--- config.mk ---
export PLATFORM = sky130hd
export DESIGN_NAME = bram_wb_sequencer
export DESIGN_NICKNAME = d
export VERILOG_FILES = /design/src/rtl/nn_ram_pkg.sv /design/src/rtl/bram_wb_sequencer.sv
export SDC_FILE = /design/constraint.sdc
export NUM_CORES = 1
export LEC_CHECK = 0
export CORE_MARGIN = 2
export CORE_UTILIZATION = 50
export CTS_CLUSTER_SIZE = 8
export DETAILED_ROUTE_END_ITERATION = 8
export GPL_ROUTABILITY_DRIVEN = 0
export PLACE_DENSITY = 0.83
export SLEW_MARGIN = 20
export SYNTH_ARGS = -nofsm -noshare
export SYNTH_HDL_FRONTEND = slang
export SYNTH_SLANG_ARGS = --single-unit
--- constraint.sdc ---
create_clock -name clk_i -period 36.7 [get_ports clk_i]
set_input_delay 11.01 -clock clk_i [delete_from_list [all_inputs] [get_ports clk_i]]
set_output_delay 11.01 -clock clk_i [all_outputs]
set_load 0.005 [all_outputs]
--- src/rtl/nn_ram_pkg.sv ---
// Shared constants, FSM state type and activation clamp for the activation-BRAM sequencer.
package nn_ram_pkg;

  localparam int unsigned DW     = 8;
  localparam int unsigned AW     = 11;
  localparam int unsigned N_ELEM = 28;
  localparam int unsigned IDX_W  = $clog2(N_ELEM);

  typedef enum logic [1:0] {
    StIdle,
    StWrite,
    StDone
  } wb_state_t;

  // Signed clamp at zero: negative two's-complement values become 0.
  function automatic logic [DW-1:0] relu8(input logic [DW-1:0] x);
    return x[DW-1] ? '0 : x;
  endfunction

endpackage

--- src/rtl/bram_wb_sequencer.sv ---
// Owns the single activation-BRAM port: 28-element layer write-back bursts plus host single beats.
// Optional ReLU clamp on burst data when WB_RELU_EN is defined; host data is never clamped.
module bram_wb_sequencer
  import nn_ram_pkg::*;
(
  input  logic                   clk_i,
  input  logic                   rst_ni,
  input  logic                   wb_start_i,
  input  logic [AW-1:0]          wb_base_i,
  input  logic [N_ELEM*DW-1:0]   wb_vec_i,
  output logic                   wb_busy_o,
  output logic                   wb_done_o,
  input  logic                   host_req_i,
  input  logic                   host_we_i,
  input  logic [AW-1:0]          host_addr_i,
  input  logic [DW-1:0]          host_wdata_i,
  output logic                   host_gnt_o,
  output logic [DW-1:0]          host_rdata_o,
  output logic                   host_rvalid_o,
  output logic                   bram_en_o,
  output logic                   bram_we_o,
  output logic [AW-1:0]          bram_addr_o,
  output logic [DW-1:0]          bram_di_o,
  input  logic [DW-1:0]          bram_do_i
);

  wb_state_t            state_q, state_d;
  logic [IDX_W-1:0]     idx_q, idx_d;
  logic [N_ELEM*DW-1:0] buf_q;
  logic [AW-1:0]        base_q;
  logic                 rvalid_q, rvalid_d;
  logic                 capture;
  logic [DW-1:0]        elem;
  logic [DW-1:0]        elem_f;

  always_comb begin
    state_d = state_q;
    idx_d   = idx_q;
    capture = 1'b0;
    unique case (state_q)
      StIdle: begin
        if (wb_start_i) begin
          state_d = StWrite;
          idx_d   = '0;
          capture = 1'b1;
        end
      end
      StWrite: begin
        if (idx_q == IDX_W'(N_ELEM - 1)) begin
          state_d = StDone;
          idx_d   = '0;
        end else begin
          idx_d = idx_q + 1'b1;
        end
      end
      StDone:  state_d = StIdle;
      default: state_d = StIdle;
    endcase
  end

  always_ff @(posedge clk_i) begin
    if (!rst_ni) begin
      state_q  <= StIdle;
      idx_q    <= '0;
      rvalid_q <= 1'b0;
    end else begin
      state_q  <= state_d;
      idx_q    <= idx_d;
      rvalid_q <= rvalid_d;
    end
  end

  // Capture registers are deliberately left out of reset; they are only read during a burst.
  always_ff @(posedge clk_i) begin
    if (capture) begin
      buf_q  <= wb_vec_i;
      base_q <= wb_base_i;
    end
  end

  assign elem = buf_q[32'(idx_q)*DW +: DW];

`ifdef WB_RELU_EN
  assign elem_f = relu8(elem);
`else
  assign elem_f = elem;
`endif

  // Write-back always wins, including a same-cycle start.
  assign host_gnt_o = host_req_i & (state_q == StIdle) & ~wb_start_i;
  assign rvalid_d   = host_gnt_o & ~host_we_i;

  always_comb begin
    bram_en_o   = 1'b0;
    bram_we_o   = 1'b0;
    bram_addr_o = '0;
    bram_di_o   = '0;
    if (state_q == StWrite) begin
      bram_en_o   = 1'b1;
      bram_we_o   = 1'b1;
      bram_addr_o = base_q + AW'(idx_q);
      bram_di_o   = elem_f;
    end else if (host_gnt_o) begin
      bram_en_o   = 1'b1;
      bram_we_o   = host_we_i;
      bram_addr_o = host_addr_i;
      bram_di_o   = host_wdata_i;
    end
  end

  assign wb_busy_o     = (state_q != StIdle);
  assign wb_done_o     = (state_q == StDone);
  assign host_rvalid_o = rvalid_q;
  assign host_rdata_o  = bram_do_i;

endmodule

After elaboration in Yosys (flattened, before gate mapping). Index checks and enable logic that the tools add are counted.

Flip-flop bits (word level): 243. Bits of input ports: 267. Output and inout port bits: 33. Logic and storage cells: 39.

Add/subtract/negate cells: 2. Equal/unequal tests: 5. Shifts and indexed selects: 1. Muxes and demuxes: 16. Bitwise operators: 5. Reduce and logical (&&, ||, !) cells: 5.

Operators by type and width (number): $shiftx 224x9->8 (1); $mux 11 (2); $mux 8 (2); $add 11x5->11 (1); $mux 5 (2); $pmux 5 s2 (1); $mux 1 (6); $add 5x1->5 const B (1); $eq 5x5->1 const B (1); $mux 2 (2); $ne 2x2->1 const B (2); $pmux 2 s2 (1); $reduce_and 2->1 (2); $reduce_bool 2->1 (2); $and 1x1->1 (3); $eq 2x1->1 const B (1); $eq 2x2->1 const B (1); $logic_not 2->1 (1); $not 1->1 (2).

Logic depth before layout (Yosys ltp). Gate-level depths: netlist of run 1.

Depth after elaboration: 5. Gate-level depth with buffers: 9. Depth with buffers taken out: 9.

Worst setup path before layout of run 1. No wires, ideal clock.

Kind: input -> output. Start point: in wb_start_i. End point: out bram_di_o[0]. Arrival: 11.860 ns. Required time: 25.690 ns. Setup slack: 13.830 ns. Stages on the path: 4. Path buffers: 1. Cells stage by stage: nor3b_2 > buf_2 > a221oi_1 > nor2_1.

Longest elaborated chain between the ends: 4.

RTL lines: start: declaration (line bram_wb_sequencer.sv:8) `input logic wb_start_i,`; $not 1->1 (line bram_wb_sequencer.sv:90) `assign host_gnt_o = host_req_i & (state_q == StIdle) & ~wb_start_i;`; $and 1x1->1 (line bram_wb_sequencer.sv:90); $mux 8 (line bram_wb_sequencer.sv:103) `end else if (host_gnt_o) begin`; $mux 8 (line bram_wb_sequencer.sv:98) `if (state_q == StWrite) begin`; end: declaration (line bram_wb_sequencer.sv:23) `output logic [DW-1:0] bram_di_o,`.

Every way passes these cells.

Worst setup path in the final report of run 1.
Start point: in wb_start_i. End point: out bram_di_o[2].

Same word-level chain as after synthesis.

==> metrics.txt, run 1 <==
worst-path maximum fanout=28; status=finished clean; antenna violations before repair=0; # Post-CTS Setup Buffers=0; DRC viols=0; register cell area after layout=7223 um^2; Clock Tree Root=clkbuf_16; Syn Std Cell Area=9904 um^2; Mapped Cells=558; Setup crit end kind=output pin; f_max=41.53 MHz; Leakage=4.739 nW; Req. time, crit path=25.69 ns; Fillers=1233; IO buf count=283; dpl hpwl=17380 um; Multi-input gate area=2444 um^2; row count=51; Die Ht=144.7 um; Die ar.=20950 um^2; Setup Skew=0.01662 ns; final slew viol count=0; sequential share of the synthesized area=0.7287; final worst slack=12.62 ns; Clock Latency Late Sink=0.50 ns; critical path's largest stage delay=0.53 ns; gr usage total=0.2409; Syn Nets=832; Max Buffers Root-to-Sink=3; H-tree Lvls=2; clock slew seen by the registers of the worst setup and hold paths=0.05 ns; synth warn=0; Buf/Inv on CP=3; antenna cells=0; area grow syn2layout=40.99%; number of global-route vias before repair=6604; post-DR wirelength/cell=22.44 um; drt total wl=25380 um; PostCTS Resize Cnt=0; Vias/cell=5.579; area of placed instances=12910 um^2; unrepaired setup endpoints after global routing=no; core area=19460 um^2; main flop type after synthesis=edfxtp_1; worst slack, placed=12.63 ns; dominant cells by area after synthesis=edfxtp_1, mux4_2, mux2i_1; arrival time at the worst endpoint=13.07 ns; post-synthesis cell type count=45; CTS Sinks=243; drt pass-1 iters=5; initial drt markers=411; Initial Utilization=0.5089; min Tclk post-route=24.08 ns; slew margin rel.=0.3720; Final Cycle Share=0.6561; CTS tree=yes; hold_buf cts=0; Nets=1126; Min-Delay Path Class=flip-flop to flip-flop; final setup fails=0; boundary pin count=300; Post-Layout Inst Area=13960 um^2; Final ANT Viol Nets=0; via count=6310; setup TNS=0 ns; asr flop ratio synth=0; crit-path cells=clkdlybuf4s50_1 -> nor3b_4 -> buf_4 -> a21oi_1 -> o221ai_1 -> a211oi_1 -> nor2_1 -> clkdlybuf4s50_1; syn avg cell area=17.75 um^2; Pwr Density=50.22 nW/um^2; CP Launch Type=primary input; first-pass GRT wire length=36690 um; CTS Buf Count=36; CP most frequent cell=clkdlybuf4s50_1; largest net degree at the start of global routing=91; top cell type by total area after synthesis=edfxtp_1; Crit Path Class=primary input to output pin; cell family with most CP delay=buffers and inverters; Die W=144.7 um; Worst-Margin Slew=0.9407 ns; # Max-Cap Violations=0; Synth Register Bits=243; share of cells above drive strength 1=0.1039; Crit-path slowest cell=clkdlybuf4s50_1; Final Hold Vio Count=0; Post-synth EDFFs=235; Yosys top cell area share=0.7125; total gr overflow=0; VDD IR-drop max=0.00003856 V
==> layout by cell type, fill, tap and decap left out, types with 2 or more instances in the layout <==
| cell | instances |
|---|---|
| clkdlybuf4s50_1 | 283 |
| edfxtp_1 | 235 |
| nand2_1 | 47 |
| mux2i_1 | 39 |
| clkbuf_16 | 38 |
| mux4_2 | 34 |
| a21oi_1 | 26 |
| o21ai_0 | 22 |
| nor2_1 | 17 |
| a211oi_1 | 13 |
| clkbuf_1 | 12 |
| nor2b_1 | 8 |
| a22o_1 | 6 |
| ha_1 | 6 |
| buf_4 | 6 |
| inv_1 | 5 |
| xor2_1 | 5 |
| a221oi_1 | 5 |
| o221ai_1 | 5 |
| dfxtp_1 | 5 |
| mux4_1 | 4 |
| and2_1 | 4 |
| nand2b_1 | 3 |
| a31oi_1 | 3 |
| o2111ai_1 | 3 |
| or2_2 | 2 |
| xnor2_1 | 2 |
| a22oi_1 | 2 |
| o22ai_1 | 2 |
| a2111oi_0 | 2 |
| dfxtp_2 | 2 |
| buf_6 | 2 |
==> per-layer routing <==
metal,wire length (um),up-vias,part of all wire,track usage
met4,740,0,0.029,0.08278
li1,-,2817,-,-
met2,12940,333,0.51,0.4148
met5,0,-,0,0
met1,9306,3102,0.37,0.2918
met3,2400,58,0.095,0.07042
==> path summary, 6_finish.rpt <==
| path | start | end | slack (ns) | cells after the start |
|---|---|---|---|---|
| worst max-delay path | wb_start_i | bram_di_o[2] | 12.62 | 8 |
| worst min-delay path | state_q[1] | idx_q[3] | 0.70 | 2 |
| worst max register to register | state_q[1] | buf_q[193] | 34.08 | 5 |
| worst min register to register | state_q[1] | idx_q[3] | 0.70 | 2 |
==> report_power, final <==
| group | internal (mW) | switching, mW | total [mW] |
|---|---|---|---|
| registers | 0.326 | 0.00678 | 0.332 |
| logic | 0.0442 | 0.0279 | 0.0721 |
| clock network | 0.186 | 0.111 | 0.297 |
| total | 0.556 | 0.145 | 0.701 |
==> kinds of logic (layout without fill, tap and decap cells) <==
kind of cell | after synthesis | count (layout) | share of synthesized area
fa+ha+maj | 7 | 7 | 0.009601
buf+inv | 41 | 349 | 0.02602
xor+xnor | 7 | 7 | 0.006190
flops | 243 | 243 | 0.7287
mux | 77 | 77 | 0.1273
compound gates | 95 | 95 | 0.06228
simple gates | 88 | 88 | 0.03992
==> stage by stage <==
step           hold slack (ns)  instances  utilization  power, mW
2_1_floorplan           0.5584        558            -     0.3723
3_3_place_gp            0.6720       1077       0.6629     0.4063
3_5_place_dp            0.6963       1078       0.6635     0.4094
4_1_cts                 0.7081       1130       0.7159     0.7070
5_1_grt                 0.7451       1131       0.7175     0.7245
6_report                0.7003       1131       0.7175     0.7013
==> registers in the layout (all words and copies together), names as in the netlist <==
signal	count
host_rvalid_o	1
buf_q	224
base_q	11
idx_q	5
state_q	2
==> cell type report <==
cell class	count	share of cell area
flip-flops and latches	243	0.5172
repair buffers	292	0.2097
multi-input cells	274	0.1750
clock buffers	50	0.07132
well taps	265	0.02374
clock inverters	2	0.001702
inverters	5	0.001344
==> Yosys cell counts (3+ instances only) <==
library cell,instances
a21oi_1,26
buf_6,5
inv_1,5
clkbuf_1,11
mux2i_1,39
edfxtp_1,235
nor2b_1,8
o2111ai_1,3
a31oi_1,3
and2_1,4
nand2b_1,3
a211oi_1,13
buf_4,11
mux4_2,34
mux4_1,4
ha_1,6
o221ai_1,5
dfxtp_1,8
buf_2,7
a221oi_1,5
a22o_1,6
xor2_1,5
nor2_1,18
o21ai_0,22
nand2_1,47
==> worst reg2reg max path, delay by kind of cell, from the launching register on <==
family / cells / cell delay, ns
simple gates: 2 / 0.45
flops: 1 / 0.34
buf+inv: 3 / 1.47
Power figures use the tool's default switching activity.
==> run 2, diff against run 1 <==
- CORE_UTILIZATION: 50 -> 43
- PLACE_DENSITY: 0.83 -> 0.76
- clock period: 36.7 -> 21.4 ns (I/O delays scaled with it)
==> metrics.txt, run 2 (synthesis results as in run 1) <==
min Tclk post-route=15.01 ns; # Post-CTS Setup Buffers=0; biggest registers after layout=buf_q x224, base_q x11, idx_q x5; CTS Sinks=243; drt total wl=25260 um; f_max=66.63 MHz; unrepaired setup endpoints after global routing=no; Die Ht=155.8 um; share of cells above drive strength 1=0.1048; Setup Skew=0.01944 ns; slew margin rel.=0.2895; Req. time, crit path=14.98 ns; non-filler cells, final=1145; H-tree Lvls=2; gr usage total=0.2073; Crit Path Class=primary input to output pin; commonest cells after routing, fill and taps aside=clkdlybuf4s50_1, edfxtp_1, nand2_1, mux2i_1, clkbuf_16; first-pass GRT wire length=37250 um; clock slew seen by the registers of the worst setup and hold paths=0.05 ns; core area=22640 um^2; Worst-Margin Slew=1.064 ns; # Max-Cap Violations=0; Sw Pwr=0.2451 mW; Final Cycle Share=0.7013; Fillers=1623; worst-path maximum fanout=11; boundary pin count=300; VDD IR-drop max=0.00005919 V; Die ar.=24260 um^2; Pwr Density=85.45 nW/um^2; Clock Power Share=0.419; setup TNS=0 ns; Final Hold Vio Count=0; dpl cells=1097; arrival time at the worst endpoint=8.59 ns; Die W=155.8 um; Min-Delay Path Class=flip-flop to flip-flop; number of global-route vias before repair=6407; combinational share of power=0.104; Largest Register=buf_q; Clock Tree Root=clkbuf_16; Leakage=4.730 nW; commonest non-fill, non-tap cell in the layout=clkdlybuf4s50_1; PostCTS Resize Cnt=0; initial drt markers=381; Max Buffers Root-to-Sink=3; IO buf count=283; row count=55; total gr overflow=0; via count=6191; Nets=1126; hold_buf cts=0; CTS tree=yes; Pint=0.9482 mW; largest net degree at the start of global routing=84; final setup fails=0; final slew viol count=0; dpl hpwl=17370 um; status=finished clean; max reg flops=224; antenna violations before repair=0; Initial Utilization=0.4375; Final ANT Viol Nets=0; Clock Latency Late Sink=0.50 ns; drt pass-1 iters=5; area grow syn2layout=41.01%; CP Launch Type=primary input; Setup crit end kind=output pin; CTS Buf Count=36; part of the power in registers=0.477; switching share of power=0.2054; post-DR wirelength/cell=22.06 um; DRC viols=0; Vias/cell=5.407
## run 2: routing by layer
metal	GRT usage	share of wire	wire (um)	vias to the layer above
li1	-	-	-	2802
met1	0.2620	0.39	9898	3009
met2	0.3487	0.49	12390	325
met3	0.05694	0.091	2296	55
met4	0.06772	0.027	673	0
met5	0	0	0	-
## run 2: worst max-delay path: stages
cell and delay (ns):
clkdlybuf4s50_1 0.48, nor3b_4 0.60, a21oi_1 0.20, o221ai_1 0.15, a211oi_1 0.09, nor2_1 0.12
clkdlybuf4s50_1 0.52
## run 2: worst paths after layout
kind                            cells past startpoint  startpoint  slack (ns)           end
worst min-delay path                                2  state_q[1]        0.68      idx_q[3]
worst max register to register                      5  state_q[1]       18.23    buf_q[105]
worst min register to register                      2  state_q[1]        0.68      idx_q[3]
worst max-delay path                                7  wb_start_i        6.39  bram_di_o[0]
## run 2: area by class of cell
cell class | instances | area (um^2) | area share
clock inverter | 2 | 23.77 | 0.001702
multi-input combinational | 274 | 2444 | 0.1750
timing repair buffer | 292 | 2928 | 0.2096
sequential | 243 | 7223 | 0.5172
antenna | 1 | 2.502 | 0.0001792
inverter | 5 | 18.77 | 0.001344
clock buffer | 43 | 969.7 | 0.06943
tap | 285 | 356.6 | 0.02553
## run 2: power groups by stage
| stage | combinational (mW) | clock (mW) | sequential, mW |
|---|---|---|---|
| 5_1_grt | 0.133 | 0.529 | 0.572 |
| 2_1_floorplan | 0.0560 | 0 | 0.583 |
| 6_report | 0.124 | 0.500 | 0.569 |
| 4_1_cts | 0.124 | 0.512 | 0.570 |
| 3_5_place_dp | 0.123 | 0 | 0.579 |
| 3_3_place_gp | 0.122 | 0 | 0.577 |
## run 2: metrics by stage
stage	util	hold slack, ns	total power [mW]	cell area [um^2]	setup WS (ns)
floorplan	-	0.5584	0.6385	9905	4.401
global placement	0.5710	0.6469	0.6990	12930	6.100
detailed placement	0.5710	0.6587	0.7020	12930	5.991
CTS	0.6149	0.6737	1.206	13920	5.906
global route	0.6167	0.7409	1.234	13960	6.274
finish	0.6169	0.6797	1.193	13970	6.391
==> run 3, diff against run 2 <==
- clock period: 21.4 -> 12.48 ns (I/O delays scaled with it)
==> metrics.txt, run 3 (synthesis results as in run 1) <==
H-tree Lvls=2; core area=22640 um^2; CTS tree=yes; Crit Path Class=primary input to output pin; slew margin rel.=0.3590; first-pass GRT wire length=37090 um; row count=55; final worst slack=3.004 ns; IO buf count=283; initial drt markers=447; Worst-Margin Slew=0.9615 ns; Setup Skew=0.01494 ns; min Tclk post-route=9.476 ns; gr usage total=0.2065; Final Cycle Share=0.7593; post-DR wirelength/cell=21.86 um; worst-path maximum fanout=28; Max Buffers Root-to-Sink=3; share of cells above drive strength 1=0.1058; commonest non-fill, non-tap cell in the layout=clkdlybuf4s50_1; drt pass-1 iters=5; Pwr Density=146.1 nW/um^2; clock slew seen by the registers of the worst setup and hold paths=0.05 ns; hold_buf cts=0; Die Ht=155.8 um; Clock Tree Root=clkbuf_16; # Max-Cap Violations=0; largest net degree at the start of global routing=90; Largest Register=buf_q; Clock Latency Late Sink=0.50 ns; final setup fails=0; CTS Buf Count=36; hold slack=0.7001 ns; antenna violations before repair=2; Final ANT Viol Nets=0; max reg flops=224; commonest cells after routing, fill and taps aside=clkdlybuf4s50_1, edfxtp_1, nand2_1, mux2i_1, clkbuf_16; area grow syn2layout=40.84%; Initial Utilization=0.4375; via count=6161; Min-Delay Path Class=flip-flop to flip-flop; Req. time, crit path=8.74 ns; Final Hold Vio Count=0; final slew viol count=0; status=finished clean; Vias/cell=5.376; Die ar.=24260 um^2; boundary pin count=300; Nets=1127; number of global-route vias before repair=6521; Fillers=1667; PostCTS Resize Cnt=0; final core utilization=0.6161; CTS Sinks=243; DRC viols=0; CP Launch Type=primary input; worst slack, placed=3.019 ns; Die W=155.8 um; f_max=105.5 MHz; # Post-CTS Setup Buffers=0; total gr overflow=0; dpl cells=1100; non-filler cells, final=1146; setup TNS=0 ns; Leakage=4.727 nW; arrival time at the worst endpoint=5.73 ns; biggest registers after layout=buf_q x224, base_q x11, idx_q x5; drt total wl=25050 um; VDD IR-drop max=0.0001323 V; unrepaired setup endpoints after global routing=no; Setup crit end kind=output pin; dpl hpwl=17550 um
[run 3: cell count changes in the layout (fill, tap and decap cells not counted), sizes merged]
cell / previous run / this run
buf: 9 / 10
[run 3: area by class of cell]
class	instances	area [um^2]	share of cell area
antenna	1	2.502	0.0001794
clock buffer	43	969.7	0.06951
clock inverter	2	23.77	0.001704
inverter	5	18.77	0.001345
multi-input combinational	274	2444	0.1752
sequential	243	7223	0.5178
tap	285	356.6	0.02556
timing repair buffer	293	2912	0.2087
[run 3: power breakdown]
group | switching (mW) | internal (mW)
combinational | 0.0821 | 0.128
sequential | 0.0181 | 0.958
clock | 0.314 | 0.538
[run 3: per-layer routing]
metal | wire (um) | GRT usage | part of all wire | up-vias
li1 | - | - | - | 2813
met1 | 9836 | 0.2614 | 0.39 | 2980
met2 | 12060 | 0.3405 | 0.48 | 301
met3 | 2241 | 0.05667 | 0.089 | 65
met4 | 897 | 0.08126 | 0.036 | 2
met5 | 12 | 0 | 0.00048 | -
[run 3: stage by stage]
step           cell area, um^2  power (mW)
2_1_floorplan             9907       1.087
3_3_place_gp             12950       1.198
3_5_place_dp             12950       1.204
4_1_cts                  13940       2.060
5_1_grt                  13950       2.113
6_report                 13950       2.038
[run 3: worst max-delay path, stage by stage]
cell	delay [ns]
clkdlybuf4s50_1	0.47
nor3b_4	0.20
buf_4	0.34
a21oi_1	0.12
o221ai_1	0.09
a211oi_1	0.08
nor2_1	0.13
clkdlybuf4s50_1	0.55
[run 3: final timing paths]
kind,cells past startpoint,startpoint,slack (ns),endpoint
worst min register to register,2,state_q[1],0.70,idx_q[3]
worst max-delay path,8,wb_start_i,3.00,bram_di_o[7]
worst min-delay path,2,state_q[1],0.70,idx_q[3]
worst max register to register,4,state_q[1],9.62,buf_q[220]
